File: config.mk
export PLATFORM = sky130hd
export DESIGN_NAME = mem_arbiter
export DESIGN_NICKNAME = d
export VERILOG_FILES = /design/src/rtl/mem_arbiter.sv
export SDC_FILE = /design/constraint.sdc
export NUM_CORES = 1
export LEC_CHECK = 0
export CAP_MARGIN = 20
export CORE_MARGIN = 4
export CORE_UTILIZATION = 45
export CTS_CLUSTER_DIAMETER = 200
export CTS_CLUSTER_SIZE = 8
export DETAILED_ROUTE_END_ITERATION = 12
export PLACE_DENSITY = 0.78
export REMOVE_ABC_BUFFERS = 1
export SYNTH_ARGS = -nofsm -noshare
export SYNTH_HDL_FRONTEND = slang
export SYNTH_SLANG_ARGS = --single-unit
File: constraint.sdc
create_clock -name clk -period 2.3 [get_ports clk]
set_input_delay 0.23 -clock clk [delete_from_list [all_inputs] [get_ports clk]]
set_output_delay 0.23 -clock clk [all_outputs]
set_load 0.01 [all_outputs]
File: src/rtl/mem_arbiter.sv
// Arbitrates IF and LS access to a single-port registered-input memory and
// turns partial stores into a read-modify-write sequence.
module mem_arbiter #(
    parameter int WIDTH        = 32,
    parameter int STARVE_LIMIT = 4
) (
    input  logic             clk,
    input  logic             rst_n,
    input  logic             if_req_valid,
    output logic             if_req_ready,
    input  logic [31:0]      if_addr,
    output logic             if_rsp_valid,
    output logic [WIDTH-1:0] if_rdata,
    input  logic             ls_req_valid,
    output logic             ls_req_ready,
    input  logic             ls_req_we,
    input  logic [3:0]       ls_req_be,
    input  logic [31:0]      ls_addr,
    input  logic [WIDTH-1:0] ls_wdata,
    output logic             ls_rsp_valid,
    output logic [WIDTH-1:0] ls_rdata,
    output logic             mem_w_enable,
    output logic             mem_r_enable,
    output logic [31:0]      mem_addr,
    output logic [WIDTH-1:0] mem_data_in,
    input  logic [WIDTH-1:0] mem_data_out,
    output logic             busy
);
    localparam int CW = $clog2(STARVE_LIMIT + 1);

    typedef enum logic [2:0] {IDLE, ACC, DATA, WACC, WDONE} state_t;

    state_t           state, state_n;
    logic [CW-1:0]    starve_cnt, starve_n;
    logic             owner_ls, owner_n;
    logic             we_q, we_n;
    logic [3:0]       be_q, be_n;
    logic [WIDTH-1:0] wdata_q, wdata_n, merged;
    logic             grant_if, grant_ls, starved;
    logic             mem_w_n, mem_r_n, if_rsp_n, ls_rsp_n;
    logic [31:0]      mem_addr_n;
    logic [WIDTH-1:0] mem_din_n, if_rdata_n, ls_rdata_n;

    // LS has priority unless IF has waited through STARVE_LIMIT LS grants.
    assign starved  = if_req_valid && (starve_cnt == CW'(STARVE_LIMIT));
    assign grant_ls = (state == IDLE) && ls_req_valid && !starved;
    assign grant_if = (state == IDLE) && if_req_valid && !grant_ls;
    assign if_req_ready = rst_n && grant_if;
    assign ls_req_ready = rst_n && grant_ls;

    always_comb begin
        merged = mem_data_out;
        for (int k = 0; k < 4; k++)
            if (be_q[k]) merged[8*k +: 8] = wdata_q[8*k +: 8];
    end

    always_comb begin
        state_n    = state;
        starve_n   = starve_cnt;
        owner_n    = owner_ls;
        we_n       = we_q;
        be_n       = be_q;
        wdata_n    = wdata_q;
        mem_w_n    = 1'b0;
        mem_r_n    = 1'b0;
        mem_addr_n = mem_addr;
        mem_din_n  = mem_data_in;
        if_rsp_n   = 1'b0;
        ls_rsp_n   = 1'b0;
        if_rdata_n = if_rdata;
        ls_rdata_n = ls_rdata;
        case (state)
            IDLE: begin
                if (grant_if || !if_req_valid)
                    starve_n = '0;
                else if (grant_ls && starve_cnt != CW'(STARVE_LIMIT))
                    starve_n = starve_cnt + CW'(1);
                if (grant_ls) begin
                    owner_n    = 1'b1;
                    we_n       = ls_req_we;
                    be_n       = ls_req_be;
                    wdata_n    = ls_wdata;
                    mem_addr_n = ls_addr;
                    // Only a full-word store can write directly; be=0000 reads as a no-op.
                    if (ls_req_we && ls_req_be == 4'hF) begin
                        mem_w_n   = 1'b1;
                        mem_din_n = ls_wdata;
                    end else begin
                        mem_r_n = 1'b1;
                    end
                    state_n = ACC;
                end else if (grant_if) begin
                    owner_n    = 1'b0;
                    we_n       = 1'b0;
                    mem_addr_n = if_addr;
                    mem_r_n    = 1'b1;
                    state_n    = ACC;
                end
            end
            ACC: state_n = DATA;
            DATA: begin
                state_n = IDLE;
                if (!we_q) begin
                    if (owner_ls) begin
                        ls_rsp_n   = 1'b1;
                        ls_rdata_n = mem_data_out;
                    end else begin
                        if_rsp_n   = 1'b1;
                        if_rdata_n = mem_data_out;
                    end
                end else if (be_q == 4'hF || be_q == 4'h0) begin
                    ls_rsp_n   = 1'b1;
                    ls_rdata_n = '0;
                end else begin
                    mem_din_n = merged;
                    mem_w_n   = 1'b1;
                    state_n   = WACC;
                end
            end
            WACC: state_n = WDONE;
            WDONE: begin
                ls_rsp_n   = 1'b1;
                ls_rdata_n = '0;
                state_n    = IDLE;
            end
            default: state_n = IDLE;
        endcase
    end

    always_ff @(posedge clk or negedge rst_n) begin
        if (!rst_n) begin
            state        <= IDLE;
            starve_cnt   <= '0;
            owner_ls     <= 1'b0;
            we_q         <= 1'b0;
            be_q         <= '0;
            wdata_q      <= '0;
            mem_w_enable <= 1'b0;
            mem_r_enable <= 1'b0;
            mem_addr     <= '0;
            mem_data_in  <= '0;
            if_rsp_valid <= 1'b0;
            ls_rsp_valid <= 1'b0;
            if_rdata     <= '0;
            ls_rdata     <= '0;
            busy         <= 1'b0;
        end else begin
            state        <= state_n;
            starve_cnt   <= starve_n;
            owner_ls     <= owner_n;
            we_q         <= we_n;
            be_q         <= be_n;
            wdata_q      <= wdata_n;
            mem_w_enable <= mem_w_n;
            mem_r_enable <= mem_r_n;
            mem_addr     <= mem_addr_n;
            mem_data_in  <= mem_din_n;
            if_rsp_valid <= if_rsp_n;
            ls_rsp_valid <= ls_rsp_n;
            if_rdata     <= if_rdata_n;
            ls_rdata     <= ls_rdata_n;
            busy         <= (state_n != IDLE);
        end
    end
endmodule

==> results of run 1 <==
==> critical path: cells and delay by family, from the launching register on <==
family / cells / cell delay [ns]
and+or+nand+nor: 4 / 0.54
DFF: 1 / 0.39
buffers and inverters: 2 / 0.34
adders and majority gates: 1 / 0.19
==> per-layer routing <==
metal / vias to the layer above / routed length, um / GRT usage
met2: 186 / 11500 / 0.387
met4: 0 / 488 / 0.0793
li1: 2711 / - / -
met3: 42 / 1220 / 0.0593
met1: 2949 / 8920 / 0.284
met5: - / 0 / 0
==> logic make-up (layout without fill, tap and decap cells) <==
family                     Yosys count  after routing
and+or+nand+nor                     93             93
muxes                              165            165
buffers and inverters               74            361
adders and majority gates            2              2
DFF                                177            177
AOI/OAI and AO/OA                  108            108
==> sequential cells by signal (all words and copies together) (netlist names) <==
register	flops
if_rdata	32
ls_rdata	32
mem_addr	32
mem_data_in	32
wdata_q	32
be_q	4
starve_cnt	3
state	3
busy	1
if_rsp_valid	1
ls_rsp_valid	1
mem_r_enable	1
mem_w_enable	1
owner_ls	1
we_q	1
==> final cells by class <==
cell class,count,area [um2],share of cell area
Tap cell,220,275,0.0241
Clock inverter,9,201,0.0176
Timing Repair Buffer,294,2940,0.257
Multi-Input combinational cell,368,2950,0.259
Clock buffer,22,484,0.0424
Inverter,36,135,0.0118
Sequential cell,177,4430,0.388
==> through the flow <==
step / instances / setup TNS (ns) / total power [mW] / cell area (um2) / worst slack (ns)
6_report: 1126 / 0 / 15.9 / 11400 / 0.181
5_1_grt: 1126 / 0 / 16.8 / 11400 / 0.0296
4_1_cts: 1126 / 0 / 16.0 / 11400 / 0.165
3_5_place_dp: 1094 / 0 / 12.6 / 10700 / 0.201
3_3_place_gp: 1094 / 0 / 12.3 / 10700 / 0.205
2_1_floorplan: 581 / -121.67 / 8.85 / 7480 / -1.32
==> worst paths after layout <==
| kind | startpoint | end | slack [ns] |
|---|---|---|---|
| setup / recovery | starve_cnt[0]$_DFFE_PN0P_ | ls_req_ready | 0.18 |
| hold / removal | rst_n | mem_addr[12]$_DFFE_PN0P_ | 0.17 |
| setup reg to reg | state[1]$_DFF_PN0_ | ls_rdata[2]$_DFFE_PN0P_ | 0.19 |
| hold reg to reg | mem_addr[27]$_DFFE_PN0P_ | mem_addr[27]$_DFFE_PN0P_ | 0.48 |
| max in group asynchronous | rst_n | wdata_q[30]$_DFFE_PN0P_ | 0.98 |
| min in group clk | ls_addr[7] | mem_addr[7]$_DFFE_PN0P_ | 0.42 |
==> cell usage in the layout, fill, tap and decap left out, types with 3 or more instances in the layout <==
master	count
sky130_fd_sc_hd__clkbuf_8	4
sky130_fd_sc_hd__buf_4	18
sky130_fd_sc_hd__mux2i_1	97
sky130_fd_sc_hd__a22o_2	19
sky130_fd_sc_hd__mux2_1	3
sky130_fd_sc_hd__clkdlybuf4s50_1	268
sky130_fd_sc_hd__a21oi_1	33
sky130_fd_sc_hd__o21ai_0	35
sky130_fd_sc_hd__nand2_1	39
sky130_fd_sc_hd__dfrtp_1	177
sky130_fd_sc_hd__inv_1	36
sky130_fd_sc_hd__nand3_1	3
sky130_fd_sc_hd__nor2_1	34
sky130_fd_sc_hd__buf_12	4
sky130_fd_sc_hd__a22o_1	15
sky130_fd_sc_hd__mux2_2	65
sky130_fd_sc_hd__clkbuf_16	17
sky130_fd_sc_hd__bufinv_16	6
==> power by group <==
part	switching [mW]	total [mW]	internal (mW)
Combinational	3.17	7.08	3.91
Sequential	0.859	5.45	4.59
Clock	1.18	3.33	2.15
==> timing repair <==
item | in CTS | in global routing
hold buffers | 1 | 0
endpoints found under the hold margin | 102 | 0
resized for setup | 3 | 0
setup buffers | 0 | 0
endpoints found under the setup margin | 2 | 0
==> summary by stage, run 1 <==
Outcome
The run finished with clean final reports.

Clock network
The number of buffers added by the clock tree synthesis step is 17. The TritonCTS clock tree is yes. The buffer levels on the longest clock path is 2. The clock transition at the registers of the reported paths is approximately 0.070 ns.

The H-tree was split into 4 levels. Counting every sink on the clock net gives roughly 180. The clock insertion delay at the later pin of the skew report is 0.43 ns. The root buffer cell is sky130_fd_sc_hd__clkbuf_16.

Setup path
The cell with the largest stage delay on the worst path is sky130_fd_sc_hd__dfrtp_1. Data arrives at the worst endpoint at between 1.5 and 2 ns. At the worst endpoint, the required time is a little over 2 ns. The launching element type of the critical path is a register.

Traced cell by cell, the critical path runs through inv_1 -> ha_1 -> nand3_1 -> nand2_1 -> nor2_2 -> and2_1 -> dlygate4sd2_1. The startpoint-to-endpoint class of the critical path is register to output pin. On the worst path, the slowest cell contributes a delay of between 0.3 and 0.4 ns. The largest fanout of any net on the critical path is 4. The worst reg2reg path depth is 5.

The sort of element at the end of the critical path is an output pin.

STA
Setup repair after global routing left no endpoint under its margin. The maximum frequency from static timing analysis is between 400 and 500 MHz. The clock period minus final worst setup slack is approximately 2.1 ns.

The final hold slack is between 0.15 and 0.2 ns. On the final layout, the worst clock skew is roughly 0.012 ns. The normalized max-slew margin is 0.330. At the pin with the least slew margin, the transition time is roughly 1.0 ns. Setup violations remaining at the end of the flow were counted as 0. The final hold violation count is 0. The number of max-slew violations in the final report is 0. Of the available clock period, the critical path in the final layout requires 0.922.

Synth
The fraction of synthesis flops using an asynchronous set or reset pin is 1.00. Of the total synthesized cell area, the portion taken by full adders, half adders and majority gates is 0.00324. The share of synthesized area in the top cell type comes to 0.573. The library cell occupying the most area in the post-synthesis netlist is sky130_fd_sc_hd__dfrtp_1.

For this run, the register share of the synthesized area comes to 0.573. The most common cell in the synthesized netlist is sky130_fd_sc_hd__dfrtp_1. The average instance in the mapped netlist occupies around 12 um2. The netlist uses 39 different library cells. The dominant combinational cell family by area after synthesis is multiplexers. The post-synthesis xor/xnor area fraction is 0. The fraction of the mapped netlist area in compound gates is 0.0941.

Yosys printed 0 warnings. The count of state elements after synthesis is roughly 180. Of the total synthesized cell area, the portion taken by AND, OR, NAND and NOR gates is 0.0557. The number of synthesized flops with an enable pin is 0. The multiplexer share of the synthesized area is 0.225. Counting every instance in the synthesized netlist gives 619. The mapped cell area is between 7000 and 8000 um2. In the post-synthesis netlist, the biggest area contributors are sky130_fd_sc_hd__dfrtp_1, sky130_fd_sc_hd__mux2i_1, sky130_fd_sc_hd__mux2_2. The commonest cells after synthesis are sky130_fd_sc_hd__dfrtp_1, sky130_fd_sc_hd__mux2i_1, sky130_fd_sc_hd__mux2_2. The top flip-flop cell by instance count after synthesis is sky130_fd_sc_hd__dfrtp_1.

Floorplanning
In this run the horizontal extent of the chip is approximately 140 um. The die covers around 19000 um2. The floorplan step set the die height to around 140 um.

The number of top-level design ports is ~270. The initial utilization of the core area, before any placement, comes to 0.463. The initialized floorplan defines 47 standard-cell rows. The core region is 16700 um2.

Detailed routing
The number of vias per cell is 5.23. For this run, design rule violations remaining after detail routing come to 0. The first TritonRoute pass finished after 4 iterations.

In this run the remaining antenna-violating nets after routing total 0. The count of vias placed by the detailed router is slightly below 6000. After detailed routing, the average wire length per cell comes to roughly 20 um.

In this run, the number of DRC markers left after iteration 0 of detailed routing was between 200 and 300. The overall routed net length is approximately 22000 um.

GRT
The via count of the first global-routing pass is roughly 6300. The global routing usage summed across all routing layers is 0.228. The first global-routing pass estimated around 35000 um of wire.

The number of antenna violations at the first check in global routing is 0. Entering global routing, the biggest net connects 96 pins. After global routing the overflow that remains totals 0.

Pwr
The worst IR drop on VDD is roughly 680 uV. The cell area power density is roughly 1400 nW/um2. The leakage power is between 5 and 6 nW.

Placement
The half-perimeter wire length of the detailed placement result is about 16000 um. The congestion estimate from routability-driven global placement came to between 0.8 and 0.9. The number of input and output port buffers inserted is between 200 and 300.

Finish
From synthesis to final layout, the design area changed by 47.7%. The filler cells instantiated in the layout total approximately 1200. After the last flow step, the layout net total stands at 1033. The number of antenna diodes in the final layout is 0.

Measured on the finished design, the core utilization comes to 0.684. Of the cells placed in the final design, the portion with a size suffix greater than 1 is 0.164.

Min path
The tightest min-delay check is of the input port to asynchronous set/reset pin type.

Run
Max-cap violations in this run came to 0.
Note: power is estimated with default switching activity, not from simulation.
==> run 2: changes to the inputs <==
SLEW_MARGIN = 25   (was not set)
==> summary by stage, run 2 (synthesized netlist as in run 1, its figures left out) <==
Finish
The total area of multi-input combinational cells is 2950 um2 (unchanged). The number of filler cells placed in the layout was 1180 (unchanged). The layout overhead on the synthesized area was 47.8% (about the same). The sequential cell area is 4430 um2 (unchanged). The final design area excluding fillers was 11400 um2 (about the same). The total number of nets in the final design is 1033 (unchanged).

The non-filler instance count after layout is 1126 (unchanged). The number of diodes was 0 (unchanged). The most common cell after layout, fill and taps aside is sky130_fd_sc_hd__clkdlybuf4s50_1. In the layout the commonest cells are sky130_fd_sc_hd__clkdlybuf4s50_1, sky130_fd_sc_hd__dfrtp_1, sky130_fd_sc_hd__mux2i_1, sky130_fd_sc_hd__mux2_2, sky130_fd_sc_hd__nand2_1. The share of layout cells above drive strength 1 is 0.164 (unchanged). The core occupancy in the finished layout was 0.684 (about the same).

Floorplanning
The x dimension of the die is 139 um (unchanged). The height of the die is 139 um (unchanged). The number of top-level design ports is 272 (unchanged). The placement row count was 47 (unchanged).

The starting utilization of the core area is 0.463 (unchanged). The area enclosed by the die boundary came to 19300 um2 (unchanged). The total core area is 16700 um2 (unchanged).

GRT
The number of antenna violations at the first check in global routing is 0 (unchanged). The global-route met3 utilization is 0.0593 (unchanged). The maximum number of pins on one net before global-route repair is 96 (unchanged). The global routing usage summed across all routing layers came to 0.228 (unchanged). The sum of overflow across all layers after global routing is 0 (unchanged). The global routing stage identified its most utilized layer as met2. The met2 usage came to 0.387 (unchanged). The met1 demand-to-capacity share in global routing is 0.284 (unchanged). The first-pass GRT wire length came to 35000 um (unchanged). The via count of the first global-routing pass came to 6344 (unchanged).

STA
The final hold violation count came to 0 (unchanged). The worst-margin pin slew is 0.984 ns (-0.0180 ns). The number of max-slew violations in the final report is 0 (unchanged). Setup repair after global routing left no endpoint under its margin.

The minimum setup slack in the final design is 0.183 ns (+0.00241 ns). The clock period minus final worst setup slack is 2.12 ns (-0.00241 ns). The final hold slack is 0.174 ns (+0.00656 ns).

The post-route fraction of the period consumed by the critical path is 0.920 (-0.00105). The number of setup violations in the final report is 0 (unchanged). The maximum frequency from static timing analysis is 472 MHz (+0.11%). The setup clock skew after layout is 0.00951 ns (-0.00221 ns). The normalized max-slew margin is 0.342 (+0.0120).

Placement
The number of input and output port buffers inserted is 271 (unchanged). The post-placement worst setup slack is 0.201 ns (unchanged). The half-perimeter wire length of the detailed placement result is 16300 um (unchanged). The placer's final routability congestion estimate came to 0.890 (unchanged).

The post-placement cell area is 10700 um2 (unchanged). The post-placement cell count was 1094 (unchanged).

Clock network
The number of buffers added by the clock tree synthesis step is 17 (unchanged). The depth of the CTS H-tree is 4 (unchanged). The clock insertion delay at the later pin of the skew report was 0.42 ns (about the same).

The TritonCTS clock tree is yes. The root buffer cell is sky130_fd_sc_hd__clkbuf_16. The buffer levels on the longest clock path is 2 (unchanged). The clock sink count was 177 (unchanged). The clock transition at the registers of the reported paths is 0.07 ns (about the same).

Min path
In this run the worst hold path is classified as input port to asynchronous set/reset pin.

Detailed routing
The count of antenna-violating nets left after detailed routing came to 0 (unchanged). The iteration-0 DRC count of the detailed router came to 280 (+1.1%). The first-pass detailed-route iteration total is 4 (unchanged). The number of vias per cell came to 5.23 (about the same). The overall routed net length is 22100 um (-0.15%). The per-cell routed wire length was 19.6 um (-0.15%). The count of vias placed by the detailed router is 5890 (+0.034%). The remaining routing DRC violations is 0 (unchanged).

Pwr
The cell area power density was 1390 nW/um2 (about the same). The worst IR drop on VDD is 675 uV (-0.56%). The leakage power is 5.10 nW (about the same).

Setup path
Traced cell by cell, the critical path runs through inv_1 -> ha_1 -> nand3_1 -> nand2_1 -> nor2_2 -> and2_1 -> dlygate4sd2_1. The worst setup path is captured at an output pin. The launching element type of the critical path is a register. Among all stages on the critical path, the largest delay is contributed by sky130_fd_sc_hd__dfrtp_1. The largest fanout of any net on the critical path came to 4 (unchanged).

The endpoint required time on the critical path is 2.07 ns (about the same). The arrival time of data at the critical path endpoint is 1.89 ns (about the same). The highest cell delay on the worst timing path was 0.39 ns (about the same). The critical path is of the register to output pin type.

Outcome
The run finished with clean final reports.

Run
The number of maximum-capacitance violations is 0 (unchanged).
==> run 2: cell count changes in the layout (fill, tap and decap cells not counted) <==
cell / before / now
sky130_fd_sc_hd__buf_4: 18 / 17
sky130_fd_sc_hd__buf_6: 1 / 2
==> run 2: critical path: cells and delay by family (launching register included) <==
| kind | cells | cell delay [ns] |
|---|---|---|
| and+or+nand+nor | 4 | 0.54 |
| buffers and inverters | 2 | 0.34 |
| adders and majority gates | 1 | 0.19 |
| DFF | 1 | 0.39 |
==> run 2: cell type report <==
class                           instances  area share
Inverter                               36      0.0118
Timing Repair Buffer                  294       0.257
Tap cell                              220      0.0241
Multi-Input combinational cell        368       0.259
Sequential cell                       177       0.388
Clock inverter                          9      0.0176
Clock buffer                           22      0.0424
==> run 2: per-layer routing <==
layer  part of all wire  vias to the layer above
li1                   -                     2715
met1               0.40                     2952
met2               0.52                      181
met3              0.059                       42
met4              0.023                        0
met5                  0                        -
==> run 2: repair_timing <==
item,CTS,global route
buffers inserted,0,0
gates resized for setup,3,0
hold endpoints to repair,102,0
endpoints found under the setup margin,2,0
hold buffers,1,0
==> run 2: worst paths after layout <==
path	startpoint	end	slack, ns	cells after the start
setup / recovery	starve_cnt[0]$_DFFE_PN0P_	ls_req_ready	0.18	7
hold / removal	rst_n	mem_addr[12]$_DFFE_PN0P_	0.17	2
setup reg to reg	state[1]$_DFF_PN0_	ls_rdata[2]$_DFFE_PN0P_	0.21	5
hold reg to reg	mem_addr[27]$_DFFE_PN0P_	mem_addr[27]$_DFFE_PN0P_	0.48	2
max in group asynchronous	rst_n	if_rsp_valid$_DFF_PN0_	1.24	3
min in group clk	ls_addr[7]	mem_addr[7]$_DFFE_PN0P_	0.43	3
==> run 2: per-stage QoR <==
stage / TNS (ns) / power, mW
CTS: 0 / 16.0
finish: 0 / 15.8
global route: 0 / 16.8
detailed placement: 0 / 12.6
floorplan: -121.67 / 8.85
global placement: 0 / 12.3
==> run 2: where the power goes <==
part	switching (mW)	total, mW	internal (mW)	leakage [nW]
logic	3.17	7.07	3.91	2.61
registers	0.860	5.45	4.59	2.16
clock network	1.17	3.32	2.15	0.332
total	5.20	15.8	10.6	5.10
==> run 3: changes to the inputs <==
CORE_MARGIN = not set   (was 4)
CORE_UTILIZATION = 35   (was 45)
PLACE_DENSITY = 0.63   (was 0.78)
==> summary by stage, run 3 (synthesized netlist as in run 1, its figures left out) <==
Outcome
The flow ran to the end, and the final reports show no timing, DRC or antenna violations.

Floorplanning
The total core area is 21800 um2 (+30%). The starting utilization of the core area was 0.355 (-0.108). The number of top-level design ports came to 272 (unchanged). The x dimension of the die came to 151 um (+8.3%).

The placement row count came to 54 (+15%). The area enclosed by the die boundary is 22700 um2 (+17%). The height of the die is 151 um (+8.3%).

Placement
The placer's final routability congestion estimate was 0.753 (-15%). The number of input and output port buffers inserted is 271 (unchanged). The post-placement worst setup slack was 0.212 ns (+0.0109 ns). The half-perimeter wire length of the detailed placement result is 14500 um (-11%).

GRT
The global-route layer with the greatest usage is met2. The first-pass GRT wire length is 32300 um (-7.7%). The number of antenna violations at the first check in global routing was 0 (unchanged). The via count of the first global-routing pass is 5796 (-8.6%). The met2 usage is 0.290 (-0.0967).

The met1 demand-to-capacity share in global routing is 0.256 (-0.0276). The global routing usage summed across all routing layers is 0.187 (-0.0409). The global-route met3 utilization is 0.0530 (-0.00628). The maximum number of pins on one net before global-route repair was 122 (+27%). The sum of overflow across all layers after global routing is 0 (unchanged).

Finish
The total number of nets in the final design is 1033 (unchanged). The number of filler cells placed in the layout is 1936 (+64%). The number of diodes is 0 (unchanged). Compared with the post-synthesis result, the final layout area differs by 48.1%.

The core occupancy in the finished layout is 0.526 (-0.158). The sequential cell area is 4430 um2 (about the same). In the layout the commonest cells are sky130_fd_sc_hd__clkdlybuf4s50_1, sky130_fd_sc_hd__dfrtp_1, sky130_fd_sc_hd__mux2i_1, sky130_fd_sc_hd__mux2_2, sky130_fd_sc_hd__nand2_1. The share of layout cells above drive strength 1 is 0.169 (+0.00442).

The total area of multi-input combinational cells came to 2970 um2 (+0.64%). The most common cell after layout, fill and taps aside is sky130_fd_sc_hd__clkdlybuf4s50_1.

Clock network
The number of buffers added by the clock tree synthesis step is 17 (unchanged). The number of setup buffers added after CTS came to 0 (unchanged). The clock transition at the registers of the reported paths was 0.07 ns (about the same). The buffer levels on the longest clock path came to 2 (unchanged).

The depth of the CTS H-tree is 4 (unchanged). The root buffer cell is sky130_fd_sc_hd__clkbuf_16. The clock sink count is 177 (unchanged). The TritonCTS clock tree is yes. The clock insertion delay at the later pin of the skew report is 0.42 ns (about the same).

Detailed routing
The remaining routing DRC violations was 0 (unchanged). The first-pass detailed-route iteration total is 4 (unchanged). The count of antenna-violating nets left after detailed routing is 0 (unchanged). The count of vias placed by the detailed router is 5623 (-4.5%). The per-cell routed wire length is 17.3 um (-12%). The number of vias per cell is 4.74 (-9.4%).

The iteration-0 DRC count of the detailed router is 161 (-43%). The overall routed net length is 20500 um (-7.2%).

STA
The maximum frequency from static timing analysis came to 479 MHz (+1.4%). The final hold violation count is 0 (unchanged). The worst-margin pin slew is 0.702 ns (-0.282 ns). Setup repair after global routing left no endpoint under its margin. The clock period minus final worst setup slack was 2.09 ns (-0.0298 ns). The normalized max-slew margin was 0.532 (+0.191). The final-layout setup total negative slack is 0 ns (unchanged). The post-route fraction of the period consumed by the critical path is 0.907 (-0.0130).

The setup clock skew after layout is 0.0121 ns (+0.00256 ns). The number of max-slew violations in the final report is 0 (unchanged). The number of setup violations in the final report is 0 (unchanged).

The minimum setup slack in the final design is 0.213 ns (+0.0298 ns).

Pwr
The leakage power is 5.07 nW (-0.74%). The cell area power density was 1330 nW/um2 (-3.8%). The post-route total power was 15.3 mW (-3.6%).

The worst IR drop on VDD is 557 uV (-17%).

Min path
The type of the worst min-delay path is input port to asynchronous set/reset pin.

Setup path
The arrival time of data at the critical path endpoint is 2.40 ns (+0.51 ns). The critical path in this run is classified as register to register. The endpoint required time on the critical path came to 2.61 ns (+0.54 ns). The launching element type of the critical path is a register. The sort of element at the end of the critical path is a register. The largest fanout of any net on the critical path is 20 (+16).

Run
The number of maximum-capacitance violations was 0 (unchanged).
run 3: repair_timing:
| action | CTS | global route |
|---|---|---|
| pin swaps | 0 | 1 |
| setup endpoints to repair | 2 | 1 |
| resized for setup | 6 | 2 |
| hold buffers | 1 | 0 |
| endpoints found under the hold margin | 38 | 0 |
run 3: cell type report:
cell class                      instances  share of cell area
Tap cell                              280              0.0306
Timing Repair Buffer                  294               0.262
Sequential cell                       177               0.387
Multi-Input combinational cell        368               0.260
Clock buffer                           18              0.0375
Inverter                               36              0.0118
Clock inverter                         13              0.0112
run 3: path summary, 6_finish.rpt:
check	slack [ns]	cells past startpoint	start	to
min in group clk	0.43	3	ls_addr[16]	mem_addr[16]$_DFFE_PN0P_
min reg2reg	0.48	2	mem_addr[21]$_DFFE_PN0P_	mem_addr[21]$_DFFE_PN0P_
max reg2reg	0.21	5	be_q[2]$_DFFE_PN0P_	ls_rdata[25]$_DFFE_PN0P_
max in group asynchronous	1.21	3	rst_n	state[0]$_DFF_PN0_
min	0.18	2	rst_n	mem_r_enable$_DFF_PN0_
max	0.21	5	be_q[2]$_DFFE_PN0P_	ls_rdata[25]$_DFFE_PN0P_
run 3: worst max-delay path, cell delays in order (launching register included):
cell,delay (ns)
sky130_fd_sc_hd__dfrtp_1,0.38
sky130_fd_sc_hd__or4_4,0.54
sky130_fd_sc_hd__a311oi_2,0.35
sky130_fd_sc_hd__o21ai_4,0.22
sky130_fd_sc_hd__buf_16,0.22
sky130_fd_sc_hd__a22o_2,0.26
run 3: per-stage QoR:
stage / area [um2] / hold WS (ns) / instances
2_1_floorplan: 7480 / -0.0656 / 581
3_3_place_gp: 10800 / 0.0321 / 1153
3_5_place_dp: 10800 / 0.0321 / 1153
4_1_cts: 11400 / 0.166 / 1185
5_1_grt: 11400 / 0.157 / 1186
6_report: 11400 / 0.181 / 1186
run 3: routing by layer:
metal / part of all wire / routed length, um / vias up
met3: 0.058 / 1200 / 13
met1: 0.46 / 9380 / 2766
met2: 0.47 / 9710 / 136
li1: - / - / 2708
met5: 0 / 0 / -
met4: 0.0092 / 189 / 0
run 3: power breakdown:
group	switching (mW)	leakage (nW)	internal, mW
logic	3.10	2.64	4.00
registers	0.784	2.16	4.59
clock network	1.29	0.264	1.51
==> patch 1, RTL diff (config.mk and constraints of run 3) <==
Make the reset (`rst_n`) synchronous in one clocked block.
--- a/src/rtl/mem_arbiter.sv
+++ b/src/rtl/mem_arbiter.sv
@@ -127,7 +127,7 @@
         endcase
     end
 
-    always_ff @(posedge clk or negedge rst_n) begin
+    always_ff @(posedge clk) begin
         if (!rst_n) begin
             state        <= IDLE;
             starve_cnt   <= '0;
Formal check against the unedited RTL: differs if rst_n is asserted again (counterexample within 4 cycles, from zero or initial values and one cycle with rst_n low); with rst_n held inactive, the same outputs for 4 cycles.
==> patch 1 against run 3 <==
First-iteration DRC count increased by 110%. Routed wire length increased by 14%. Sequential cell count unchanged. Synthesized cell count increased by 36%. Worst setup slack improved by 23 ps. Die area decreased by 8.8%. Clock skew about the same. Area after synthesis decreased by 8.9%. Global-route usage increased by 4.4 points. Critical path depth decreased by 1. Final area decreased by 7.7%. Largest cell class unchanged. Highest routed layer is now met5.
Power is not compared: it rests on default switching activity, and its combinational part moved more than twofold at a synthesized area within 25%.
==> patch 1: results (changes against run 3) <==
[sta]
worst_pin_slew_ps=938  ; +237 ps
hold_ws_ps=363  ; +183 ps
fin_ws_ps=236  ; +23.5 ps
skew_ps=12.0  ; -0.0780 ps

[synthesis]
synth.area.mux_share_pct=4.55  ; -18 points
synth_fa_ha_area_share_pct=0.355  ; +0.032 points
synthArstFlopShare_pct=0  ; -100 points
ys.flop_type=dfxtp_1
synth_seq_area_share_pct=50.3  ; -7.0 points
ys_top_cells_by_area=dfxtp_1 (50%), nand2_1 (13%), a21oi_1 (5.2%), o21ai_0 (4.7%), mux2i_1 (4.6%)
synth.top_cells.by_count=nand2_1 (237), dfxtp_1 (177), a21oi_1 (73)

[global_routing]
grtUsageMet1_pct=28.9  ; +3.3 points
grt_pass1_vias=6554  ; +13%
track_usage_pct=23.1  ; +4.4 points
use_met2_pct=37.7  ; +8.7 points
antenna_found_initial=2  ; +2
grt_use_met3_pct=6.56  ; +1.3 points
grt_max_degree=79  ; -35%

[clocking]
ctsResizeCount=2  ; -4

[final_layout]
nets=1219  ; +18%
fill_cells=1876  ; -3.1%

[detailed_routing]
wl_met2_um=11000  ; +13%
drt_iter0_drc=331  ; +110%
routed_wl_um=23300  ; +14%
wl_met1_um=10300  ; +9.2%
highest_layer=met5
wl_met3_um=1500  ; +26%

[power_and_ir_drop]
p_leak_nw=3.74

[setup_path]
reg2reg_to=ls_rdata[31]
rr_worst_depth=4  ; -1
timing.rr.start=be_q[3]
critPathMaxFanout=32  ; +60%
cp.arrival_ps=2370  ; -30 ps
endpoint=ls_rdata[31]

[placed_design]
gp_congestion=0.816  ; +8.3%
placed_cell_area_um2=9990  ; -7.7%
pre_cts_ws_ps=68.0  ; -144 ps
hpwl_um=15400  ; +6.3%

[min_path]
hold_path_class=in2reg

[status]
status=finished, final reports clean

patch 1: changes by cell type after synthesis, moves of 34 or more:
cell | before | now
nand4_1 | 1 | 36
inv_1 | 36 | 2
mux2_2 | 65 | 0
a21oi_1 | 33 | 73
nand2_1 | 39 | 237
mux2i_1 | 97 | 32
dfxtp_1 | 0 | 177
dfrtp_1 | 177 | 0
patch 1: area by class of cell:
class | instances | share of cell area [%]
Antenna cell | 1 | 0.0237
Clock buffer | 20 | 4.13
Clock inverter | 12 | 1.04
Inverter | 3 | 0.107
Multi-Input combinational cell | 584 | 30.2
Sequential cell | 177 | 33.6
Tap cell | 265 | 3.14
Timing Repair Buffer | 297 | 27.8
patch 1: worst min-delay path by stage:
stage	to	depth (start not counted)	startpoint
after floorplan	ls_rdata[0]	1	mem_data_out[0]
after global placement	wdata_q[22]	2	wdata_q[22]
after detailed placement	wdata_q[24]	2	wdata_q[24]
after CTS	mem_addr[5]	3	ls_addr[5]
after global routing	mem_addr[4]	3	ls_addr[4]
final	mem_addr[12]	3	ls_addr[12]
patch 1: metrics by stage:
step / total power (W) / util (%) / cells
2_1_floorplan: 0.00387 / - / 764
3_3_place_gp: 0.00458 / 51.0 / 1326
3_5_place_dp: 0.00459 / 51.0 / 1326
4_1_cts: 0.00734 / 53.8 / 1358
5_1_grt: 0.00758 / 53.9 / 1358
6_report: 0.00727 / 53.9 / 1359
patch 1: worst max-delay path: cells and delay by family, from the launching register on:
kind               cells  cell delay (ps)
AOI/OAI and AO/OA      2              850
and+or+nand+nor        2              790
DFF                    1              310
patch 1: kinds of logic (layout without fill, tap and decap cells):
logic type	Yosys count	in the layout
other cells	0	1
fa+ha+maj	2	2
simple gates	310	310
buf+inv	81	332
compound gates	240	240
mux	32	32
flops	177	177
==> patch 2, RTL diff (flow settings as in run 3) <==
Without the edit above. Change the parameter `STARVE_LIMIT` from 4 to 8.
--- a/src/rtl/mem_arbiter.sv
+++ b/src/rtl/mem_arbiter.sv
@@ -2,7 +2,7 @@
 // turns partial stores into a read-modify-write sequence.
 module mem_arbiter #(
     parameter int WIDTH        = 32,
-    parameter int STARVE_LIMIT = 4
+    parameter int STARVE_LIMIT = 8
 ) (
     input  logic             clk,
     input  logic             rst_n,
Function: same outputs for any inputs over 4 cycles, from zero or initial values and one cycle with rst_n low; that may be too few to reach the edited logic, so the function may still have changed.
==> patch 2 against run 3 <==
Non-clock buffer count increased by 1. First-iteration DRC count increased by 64%. Final area increased by 0.50%. Sequential cell count increased by 1. Power increased by 3.4%. Sequential power increased by 3%. Routed wire length increased by 5.7%. Clock power increased by 6%. Area after synthesis decreased by 0.19%. Worst setup slack got worse by 52 ps. Largest cell class unchanged.
==> patch 2: results (changes against run 3) <==
[status]
status=finished, final reports clean

[synthesis]
synth_seq_area_share_pct=57.7  ; +0.44 points
synth-compound-area-share_pct=9.38  ; -0.030 points
synth.top_cells.by_count=dfrtp_1 (178), nand2_1 (134), mux2i_1 (96)

[setup_path]
reg2reg_to=ls_rdata[27]
path_delay_family=simple AND/OR/NAND/NOR gates
slowest_stage=dfrtp_1
setup.worst_path.start=starve_cnt[0]
endpoint=ls_req_ready

[detailed_routing]
drtPass1Iterations=5  ; +1
wl_met1_um=9240  ; -1.5%
drt_iter0_drc=264  ; +64%
routed_wl_um=21700  ; +5.7%
vias_per_cell=4.73  ; -0.18%
wl_met2_um=10300  ; +6.3%

[placed_design]
placed_cell_area_um2=10800  ; +0.20%

[final_layout]
final_cells=1253  ; +5.6%
nets=1104  ; +6.9%

[global_routing]
grtUsageMet1_pct=25.6  ; -0.045 points
grt_use_met3_pct=6.88  ; +1.6 points
grt_pass1_vias=5988  ; +3.3%
grt_max_degree=99  ; -19%
track_usage_pct=20.1  ; +1.4 points

[power_and_ir_drop]
p_leak_nw=5.26  ; +3.7%
p_int_w=0.0104  ; +2.6%

[sta]
hold_ws_ps=221  ; +40.7 ps
skew_ps=8.75  ; -3.32 ps
fin_ws_ps=160  ; -52.4 ps
worst_pin_slew_ps=867  ; +166 ps

[clocking]
cts_setup_buffers=1  ; +1

[patch 2: cell count changes after synthesis, sizes merged, moves of 2 or more]
cell / change
buf: +3
nand2: +95
a21oi: +2
mux2: -32
[patch 2: area by class of cell]
type | count | area (µm²) | area share (%)
clock buffers | 22 | 484 | 4.21
multi-input cells | 437 | 2950 | 25.7
well taps | 275 | 344 | 2.99
clock inverters | 10 | 123 | 1.07
flip-flops and latches | 178 | 4450 | 38.7
repair buffers | 295 | 3010 | 26.2
inverters | 36 | 135 | 1.17
[patch 2: power by group through the flow]
stage | Clock, W | Combinational (W) | Sequential [W]
after CTS | 0.00306 | 0.00736 | 0.00555
after detailed placement | 0 | 0.00733 | 0.00558
after global routing | 0.00319 | 0.00797 | 0.00574
final | 0.00298 | 0.00727 | 0.00554
after global placement | 0 | 0.00724 | 0.00552
after floorplan | 0 | 0.00286 | 0.00611
